$ cat config.mk
export PLATFORM = sky130hd
export DESIGN_NAME = car_sequencer_flat
export DESIGN_NICKNAME = d
export VERILOG_FILES = /design/src/rtl/car_sequencer_pkg.sv /design/src/rtl/car_sequencer_if.sv /design/src/rtl/car_sequencer_decode.sv /design/src/rtl/car_sequencer.sv /design/src/flat_wrapper.sv
export SDC_FILE = /design/constraint.sdc
export NUM_CORES = 1
export LEC_CHECK = 0
export CORE_MARGIN = 2
export CORE_UTILIZATION = 50
export CTS_CLUSTER_DIAMETER = 200
export CTS_CLUSTER_SIZE = 14
export DETAILED_ROUTE_END_ITERATION = 6
export PLACE_DENSITY_LB_ADDON = 0.25
export SLEW_MARGIN = 10
export SYNTH_ARGS = -nofsm -noshare
export SYNTH_HDL_FRONTEND = slang
export SYNTH_SLANG_ARGS = --single-unit
$ cat constraint.sdc
create_clock -name clk -period 5.3 [get_ports clk]
set_clock_uncertainty 0.1 [all_clocks]
set_input_delay 0.795 -clock clk [delete_from_list [all_inputs] [get_ports clk]]
set_output_delay 0.795 -clock clk [all_outputs]
set_load 0.03 [all_outputs]
$ cat src/rtl/car_sequencer_pkg.sv
// Shared control-unit definitions: CAR encodings, register numbers and
// the source-operand classification used when decoding instructions.
package car_sequencer_pkg;

  localparam int CAR_BITS = 6;
  typedef logic [CAR_BITS-1:0] car_t;

  localparam logic [3:0] PC = 4'd0;
  localparam logic [3:0] SP = 4'd1;
  localparam logic [3:0] SR = 4'd2;
  localparam logic [3:0] R3 = 4'd3;

  // Each sequence occupies a contiguous run so that stepping is CAR+1.
  localparam car_t CAR_0        = 6'd0;
  localparam car_t CAR_REG_REG  = 6'd1;
  localparam car_t CAR_REG_IDX0 = 6'd2,  CAR_REG_IDX1 = 6'd3,  CAR_REG_IDX2 = 6'd4,  CAR_REG_IDX3 = 6'd5;
  localparam car_t CAR_IND_REG0 = 6'd6,  CAR_IND_REG1 = 6'd7;
  localparam car_t CAR_IND_IDX0 = 6'd8,  CAR_IND_IDX1 = 6'd9,  CAR_IND_IDX2 = 6'd10, CAR_IND_IDX3 = 6'd11;
  localparam car_t CAR_IND_IDX4 = 6'd12;
  localparam car_t CAR_IDX_REG0 = 6'd13, CAR_IDX_REG1 = 6'd14, CAR_IDX_REG2 = 6'd15;
  localparam car_t CAR_IDX_IDX0 = 6'd16, CAR_IDX_IDX1 = 6'd17, CAR_IDX_IDX2 = 6'd18, CAR_IDX_IDX3 = 6'd19;
  localparam car_t CAR_IDX_IDX4 = 6'd20, CAR_IDX_IDX5 = 6'd21;
  localparam car_t CAR_1OP_REG  = 6'd22;
  localparam car_t CAR_1OP_IND0 = 6'd23, CAR_1OP_IND1 = 6'd24, CAR_1OP_IND2 = 6'd25;
  localparam car_t CAR_1OP_IDX0 = 6'd26, CAR_1OP_IDX1 = 6'd27, CAR_1OP_IDX2 = 6'd28, CAR_1OP_IDX3 = 6'd29;
  localparam car_t CAR_PUSH_REG0 = 6'd30, CAR_PUSH_REG1 = 6'd31, CAR_PUSH_REG2 = 6'd32;
  localparam car_t CAR_PUSH_IND0 = 6'd33, CAR_PUSH_IND1 = 6'd34, CAR_PUSH_IND2 = 6'd35;
  localparam car_t CAR_PUSH_IDX0 = 6'd36, CAR_PUSH_IDX1 = 6'd37, CAR_PUSH_IDX2 = 6'd38, CAR_PUSH_IDX3 = 6'd39;
  localparam car_t CAR_CALL_REG0 = 6'd40, CAR_CALL_REG1 = 6'd41, CAR_CALL_REG2 = 6'd42;
  localparam car_t CAR_CALL_IND0 = 6'd43, CAR_CALL_IND1 = 6'd44, CAR_CALL_IND2 = 6'd45;
  localparam car_t CAR_CALL_IDX0 = 6'd46, CAR_CALL_IDX1 = 6'd47, CAR_CALL_IDX2 = 6'd48, CAR_CALL_IDX3 = 6'd49;
  localparam car_t CAR_RETI0 = 6'd50, CAR_RETI1 = 6'd51, CAR_RETI2 = 6'd52, CAR_RETI3 = 6'd53;
  localparam car_t CAR_JMP0  = 6'd54;
  localparam car_t CAR_INT0  = 6'd55, CAR_INT1 = 6'd56, CAR_INT2 = 6'd57, CAR_INT3 = 6'd58, CAR_INT4 = 6'd59;

  typedef enum logic [1:0] {
    SRC_REG = 2'd0,
    SRC_IDX = 2'd1,
    SRC_IND = 2'd2
  } src_class_e;

  // R3 is always a constant generator and SR with As=1x yields constants 4/8.
  function automatic src_class_e src_class(input logic [3:0] reg_num, input logic [1:0] as_mode);
    if (as_mode == 2'b00 || reg_num == R3 || (reg_num == SR && as_mode[1]))
      return SRC_REG;
    else if (as_mode == 2'b01)
      return SRC_IDX;
    else
      return SRC_IND;
  endfunction

  function automatic logic is_last(input car_t c);
    case (c)
      CAR_REG_REG, CAR_REG_IDX3, CAR_IND_REG1, CAR_IND_IDX4, CAR_IDX_REG2, CAR_IDX_IDX5,
      CAR_1OP_REG, CAR_1OP_IND2, CAR_1OP_IDX3, CAR_PUSH_REG2, CAR_PUSH_IND2, CAR_PUSH_IDX3,
      CAR_CALL_REG2, CAR_CALL_IND2, CAR_CALL_IDX3, CAR_RETI3, CAR_JMP0: return 1'b1;
      default: return 1'b0;
    endcase
  endfunction

endpackage

$ cat src/rtl/car_sequencer_if.sv
// Bus between the sequencer (slave) and whatever feeds it instruction words.
// There is no valid/ready pair: stall is the only flow control, and while it
// is high every register behind the slave modport holds its value.
interface car_sequencer_if #(
  parameter int CAR_BITS = car_sequencer_pkg::CAR_BITS
);
  logic                stall;
  logic [15:0]         mdb_in;
  logic                int_req;
  logic                gie;
  logic [CAR_BITS-1:0] CAR;
  logic [15:0]         IR;
  logic                int_ack;
  logic                instr_done;

  modport master (output stall, mdb_in, int_req, gie,
                  input  CAR, IR, int_ack, instr_done);
  modport slave  (input  stall, mdb_in, int_req, gie,
                  output CAR, IR, int_ack, instr_done);
endinterface

$ cat src/rtl/car_sequencer_decode.sv
// Combinational instruction decode: fetched word -> first CAR of its
// microcode sequence (CAR_0 means the word executes as a NOP).
module car_decode
  import car_sequencer_pkg::*;
(
  input  logic [15:0] mdb_in,
  output car_t        first_car
);
  src_class_e cls_i;
  src_class_e cls_ii;

  always_comb begin
    // Format I sources live in [11:8]; format II operands in [3:0].
    cls_i     = src_class(mdb_in[11:8], mdb_in[5:4]);
    cls_ii    = src_class(mdb_in[3:0], mdb_in[5:4]);
    first_car = CAR_0;
    if (mdb_in[15:12] >= 4'd4) begin
      case (cls_i)
        SRC_REG: first_car = mdb_in[7] ? CAR_REG_IDX0 : CAR_REG_REG;
        SRC_IDX: first_car = mdb_in[7] ? CAR_IDX_IDX0 : CAR_IDX_REG0;
        default: first_car = mdb_in[7] ? CAR_IND_IDX0 : CAR_IND_REG0;
      endcase
    end else if (mdb_in[15:10] == 6'b000100) begin
      case (mdb_in[9:7])
        3'b000, 3'b001, 3'b010, 3'b011:
          first_car = (cls_ii == SRC_REG) ? CAR_1OP_REG :
                      (cls_ii == SRC_IDX) ? CAR_1OP_IDX0 : CAR_1OP_IND0;
        3'b100:
          first_car = (cls_ii == SRC_REG) ? CAR_PUSH_REG0 :
                      (cls_ii == SRC_IDX) ? CAR_PUSH_IDX0 : CAR_PUSH_IND0;
        3'b101:
          first_car = (cls_ii == SRC_REG) ? CAR_CALL_REG0 :
                      (cls_ii == SRC_IDX) ? CAR_CALL_IDX0 : CAR_CALL_IND0;
        3'b110:  first_car = CAR_RETI0;
        default: first_car = CAR_0;
      endcase
    end else if (mdb_in[15:13] == 3'b001) begin
      first_car = CAR_JMP0;
    end
  end
endmodule

$ cat src/rtl/car_sequencer.sv
// Moore microcode sequencer: CAR is the state register; IR is captured at
// fetch, interrupts are taken only between instructions.
module car_sequencer #(
  parameter int CAR_BITS = car_sequencer_pkg::CAR_BITS
) (
  input  logic           clk,
  input  logic           rst,
  car_sequencer_if.slave bus
);
  import car_sequencer_pkg::*;

  car_t        car_q;
  car_t        car_nxt;
  car_t        dec_car;
  logic [15:0] ir_q;
  logic        int_ack_q;
  logic        instr_done_q;
  logic        done_nxt;

  car_decode u_decode (
    .mdb_in    (bus.mdb_in),
    .first_car (dec_car)
  );

  // Decode from mdb_in directly: IR is only being loaded on this same edge.
  always_comb begin
    car_nxt  = CAR_0;
    done_nxt = 1'b0;
    if (car_q == CAR_0) begin
      car_nxt  = dec_car;
      done_nxt = (dec_car == CAR_0);
    end else if (is_last(car_q)) begin
      car_nxt  = (bus.int_req && bus.gie) ? CAR_INT0 : CAR_0;
      done_nxt = 1'b1;
    end else if (car_q < CAR_INT4) begin
      car_nxt = car_q + car_t'(1);
    end
  end

  always_ff @(posedge clk or negedge rst) begin
    if (!rst) begin
      car_q        <= CAR_0;
      ir_q         <= 16'h0000;
      int_ack_q    <= 1'b0;
      instr_done_q <= 1'b0;
    end else if (!bus.stall) begin
      car_q        <= car_nxt;
      int_ack_q    <= (car_nxt == CAR_INT0);
      instr_done_q <= done_nxt;
      if (car_q == CAR_0) ir_q <= bus.mdb_in;
    end
  end

  assign bus.CAR        = CAR_BITS'(car_q);
  assign bus.IR         = ir_q;
  assign bus.int_ack    = int_ack_q;
  assign bus.instr_done = instr_done_q;
endmodule

$ cat src/flat_wrapper.sv
// flat-port wrapper written by rule: the top's interface ports become plain ports
module car_sequencer_flat import car_sequencer_pkg::*;
#(
  parameter int CAR_BITS = car_sequencer_pkg::CAR_BITS
)
  (clk, rst, bus_stall, bus_mdb_in, bus_int_req, bus_gie, bus_CAR, bus_IR, bus_int_ack, bus_instr_done);
  car_sequencer_if #(.CAR_BITS(CAR_BITS)) bus_i ();
  input  logic clk;
  input  logic rst;
  input wire logic [$bits(bus_i.stall)-1:0] bus_stall;
  input wire logic [$bits(bus_i.mdb_in)-1:0] bus_mdb_in;
  input wire logic [$bits(bus_i.int_req)-1:0] bus_int_req;
  input wire logic [$bits(bus_i.gie)-1:0] bus_gie;
  output wire logic [$bits(bus_i.CAR)-1:0] bus_CAR;
  output wire logic [$bits(bus_i.IR)-1:0] bus_IR;
  output wire logic [$bits(bus_i.int_ack)-1:0] bus_int_ack;
  output wire logic [$bits(bus_i.instr_done)-1:0] bus_instr_done;
  assign bus_i.stall = bus_stall;
  assign bus_i.mdb_in = bus_mdb_in;
  assign bus_i.int_req = bus_int_req;
  assign bus_i.gie = bus_gie;
  assign bus_CAR = bus_i.CAR;
  assign bus_IR = bus_i.IR;
  assign bus_int_ack = bus_i.int_ack;
  assign bus_instr_done = bus_i.instr_done;
  car_sequencer #(.CAR_BITS(CAR_BITS)) u_core (.clk(clk), .rst(rst), .bus(bus_i));
endmodule
==> out/summary.md <==
Buffers inserted during clock tree synthesis total 3. Counting flops with a built-in enable in the synthesized netlist gives 0. In this run the cell area of the synthesized design comes to 1655 um^2.

The initial antenna violation count was 0; the count of vias placed by the detailed router was 1539. After routing the design area is 2153 um^2. The wire length of the first global-routing pass was 6582 um; the worst-case reg-to-reg path depth was 9. After routing, the total negative slack on setup checks comes to 0 ns. The library cell used most frequently in the layout, excluding fill and tap cells, is sky130_fd_sc_hd__clkdlybuf4s50_1. The slew at the pin closest to its max-slew limit came out at 1.044 ns. For this run, the slowest stage of the critical path takes 0.54 ns. The worst register-to-register path begins at u_core.bus.CAR[0]. The routed via count divided by cell count works out to 5.965.

In this run the deepest clock path goes through 2 buffers. The logs give 3.10 ns for the data arrival time of the worst path and 0.3401 GHz for the highest attainable clock frequency. The cell area after placement was 2098 um^2.

The cell at the root of the clock tree is sky130_fd_sc_hd__clkbuf_4. Setup repair after global routing left no endpoint under its margin. In this run the core area contains 20 standard-cell rows. For the final net count, the log shows 240. The largest individual stage delay along the critical path comes from the cell sky130_fd_sc_hd__dfrtp_1.

The remaining global-route overflow is 0. Before antenna repair, the detailed router went through 4 iterations. For the maximum level of the CTS H-tree, the log shows 1.

For this run, the number of Yosys warnings is 0. For the die footprint, the log shows 3787 um^2. The run gives 0 as the number of nets with antenna violations after routing. The type of element launching the critical path was a register. Post-CTS repair changed the size of 0 cells. The count of buffers from port buffering was 44.

The area growth from synthesis to final layout is 30.08%. Data on the critical path is required at its endpoint by 5.46 ns. The via count of the first global-routing pass is 1484, and the final weighted congestion in routability-driven placement is 0.9488. The die span in x was 61.54 um; the number of inserted diodes was 0. The critical path start-end classification was register to register. In the layout the commonest cells are sky130_fd_sc_hd__clkdlybuf4s50_1, sky130_fd_sc_hd__dfrtp_1, sky130_fd_sc_hd__nor2_1. In the final routed layout, each cell accounts on average for 15.59 um.

The HPWL after detailed placement is 3138 um. The maximum number of pins on one net before global-route repair is 25, and the relative slew slack is 30.16%. For this configuration, the core starts out at a cell density of 53.35%. The number of hold violations in the final report was 0. The most numerous cell type found on the critical path is sky130_fd_sc_hd__inv_1.

The final period utilization is 55.48%. Along the worst hold path, the cell count comes to 2. Dividing total power by cell area gives a power density of 592.8 nW/um^2.

The worst register-to-register path ends at u_core.bus.int_ack. The most used flip-flop cell after synthesis is sky130_fd_sc_hd__dfrtp_1. The run gives 0.31 ns as the insertion delay to the later sink of the worst-skew pair. Along the worst path, the maximum fanout reaches 9.

Setup violations remaining at the end of the flow were counted as 0. For the total area of multi-input combinational cells, the log shows 978.4 um^2. The overall routing resource usage is 23.17%, and the worst slack on hold paths is 0.4061 ns. After clock tree synthesis, the flow added hold-fix buffers numbering 0.

The path with the worst hold slack has its endpoint at u_core.bus.instr_done. Counting flops with an async set or reset pin after synthesis yields a share of 100.0%. After synthesis, the netlist uses 52 different library cells. The combined flip-flop and latch cell area is 600.6 um^2, and the final worst setup slack is 2.360 ns. The tools report the total setup buffers inserted after CTS as 0. The run finished with clean final reports.

The clock period could shrink to 2.940 ns. The count of clock tree sinks came out at 24. The clock-pin slew reported for the worst setup and hold paths after clock tree synthesis was 0.13 ns. The worst min-delay path startpoint was u_core.bus.instr_done. Sequential cells were found to cover 36.28% of the synthesized design area.

Counting the fill cells in the layout gives 269. The core region is 3103 um^2. In this run the vertical extent of the chip is 61.54 um. Counting flops and latches in the post-synthesis netlist gives 24. STA classifies the critical path endpoint as a register. For this design the static power due to leakage is 0.8589 nW. The signal on the critical path passes through inv_1, ha_1, inv_1, mux4_2, o32ai_2, nor2_1, o41a_1, a2111oi_2, a32o_1. The first-iteration detailed-routing DRC count is 150, and the net count after synthesis is 203. During I/O placement, the number of pins put on the boundary was 45. Across the VDD grid, the largest voltage drop is 0.4812 mV. Overall power after layout: 1.276 mW. OpenSTA, run right after detailed placement, puts the worst setup slack at 2.050 ns. The worst hold path belongs to the class register to register. In the final layout, the share of cells above drive strength 1 is 13.55%.

In the routed design, unresolved DRC markers number 0. The average cell area after synthesis was 9.300 um^2. The logs give 4023 um for the final routed wirelength across all metal layers and 2.36 ns for the minimum setup slack among reg-to-reg paths. For the number of max-slew violations in the final report, the log shows 0.

For the reported max-cap violation count, the log shows 0. Synthesis produced a netlist whose cell count is 178. TritonCTS built the clock tree.
-- critical path: cells and delay by family (launching register included) --
family	cells	cell delay (ns)
muxes	1	0.46
DFF	1	0.54
adders and majority gates	1	0.40
AOI/OAI and AO/OA	4	1.09
and+or+nand+nor	1	0.11
buffers and inverters	2	0.20
-- area by class of cell --
cell class                      instances  area share [%]
Clock buffer                            3           1.046
Timing Repair Buffer                   44           20.45
Sequential cell                        24           27.89
Inverter                                7           1.220
Multi-Input combinational cell        135           45.44
Clock inverter                          1           1.395
Tap cell                               44           2.557
-- synth_stat cells (2+ instances only) --
master                      count  area (um^2)
sky130_fd_sc_hd__dfrtp_1       24        600.6
sky130_fd_sc_hd__nor2_1        20        75.07
sky130_fd_sc_hd__mux2_2        18        202.7
sky130_fd_sc_hd__nand2_1       18        67.56
sky130_fd_sc_hd__a21oi_1        8        40.04
sky130_fd_sc_hd__clkbuf_1       8        30.03
sky130_fd_sc_hd__inv_1          7        26.28
sky130_fd_sc_hd__o21ai_0        5        25.02
sky130_fd_sc_hd__o22ai_1        5        31.28
sky130_fd_sc_hd__a211oi_1       4        30.03
sky130_fd_sc_hd__ha_1           4        50.05
sky130_fd_sc_hd__nand3_1        4        20.02
sky130_fd_sc_hd__buf_2          3        15.01
sky130_fd_sc_hd__nand3b_1       3        22.52
sky130_fd_sc_hd__xor2_1         3        26.28
sky130_fd_sc_hd__a311oi_1       2        17.52
sky130_fd_sc_hd__mux2i_1        2        20.02
sky130_fd_sc_hd__nand2b_1       2        12.51
sky130_fd_sc_hd__o221ai_1       2        17.52
sky130_fd_sc_hd__o2bb2ai_1      2        17.52
sky130_fd_sc_hd__or2_2          2        12.51
sky130_fd_sc_hd__or3b_1         2        17.52
-- state kept, by name, summed over array words and instances (netlist names) --
signal,cells
u_core.bus.int_ack,1
u_core.bus.instr_done,1
u_core.bus.IR,16
u_core.bus.CAR,6
-- through the flow --
step / util, % / std cells
2_1_floorplan: - / 178
3_3_place_gp: 67.62 / 254
3_5_place_dp: 67.62 / 254
4_1_cts: 69.31 / 258
5_1_grt: 69.40 / 258
6_report: 69.40 / 258
-- how the worst max path moves through the flow --
stage,startpoint,end,cells after the start
6_report,u_core.bus.CAR[0],u_core.bus.int_ack,9
3_5_place_dp,bus_mdb_in[9],u_core.bus.CAR[3],7
3_3_place_gp,bus_mdb_in[13],u_core.bus.int_ack,6
5_1_grt,bus_mdb_in[9],u_core.bus.int_ack,8
4_1_cts,u_core.bus.CAR[0],u_core.bus.IR[12],6
2_1_floorplan,u_core.bus.CAR[0],u_core.bus.int_ack,9
-- metal layers --
metal	global-route usage, %	wire length, um	vias to the layer above
li1	-	-	736
met2	36.69	1922	68
met3	3.571	323	4
met1	31.78	1749	731
met5	0	0	-
met4	9.422	27	0
-- where the power goes --
part | internal [mW] | total (mW) | switching (mW)
registers | 0.269 | 0.359 | 0.0896
clock network | 0.0765 | 0.131 | 0.0545
logic | 0.360 | 0.787 | 0.427
-- logic make-up (layout without fill, tap and decap cells) --
family	Yosys count	in the layout	synth area share, %
AO/OA/AOI/OAI	48	48	22.00
buffers and inverters	19	55	4.762
multiplexers	21	21	14.81
XOR/XNOR	4	4	2.117
AND/OR/NAND/NOR	58	58	17.01
flip-flops	24	24	36.28
adder cells (fa/ha/maj)	4	4	3.024
Power figures use the tool's default switching activity.
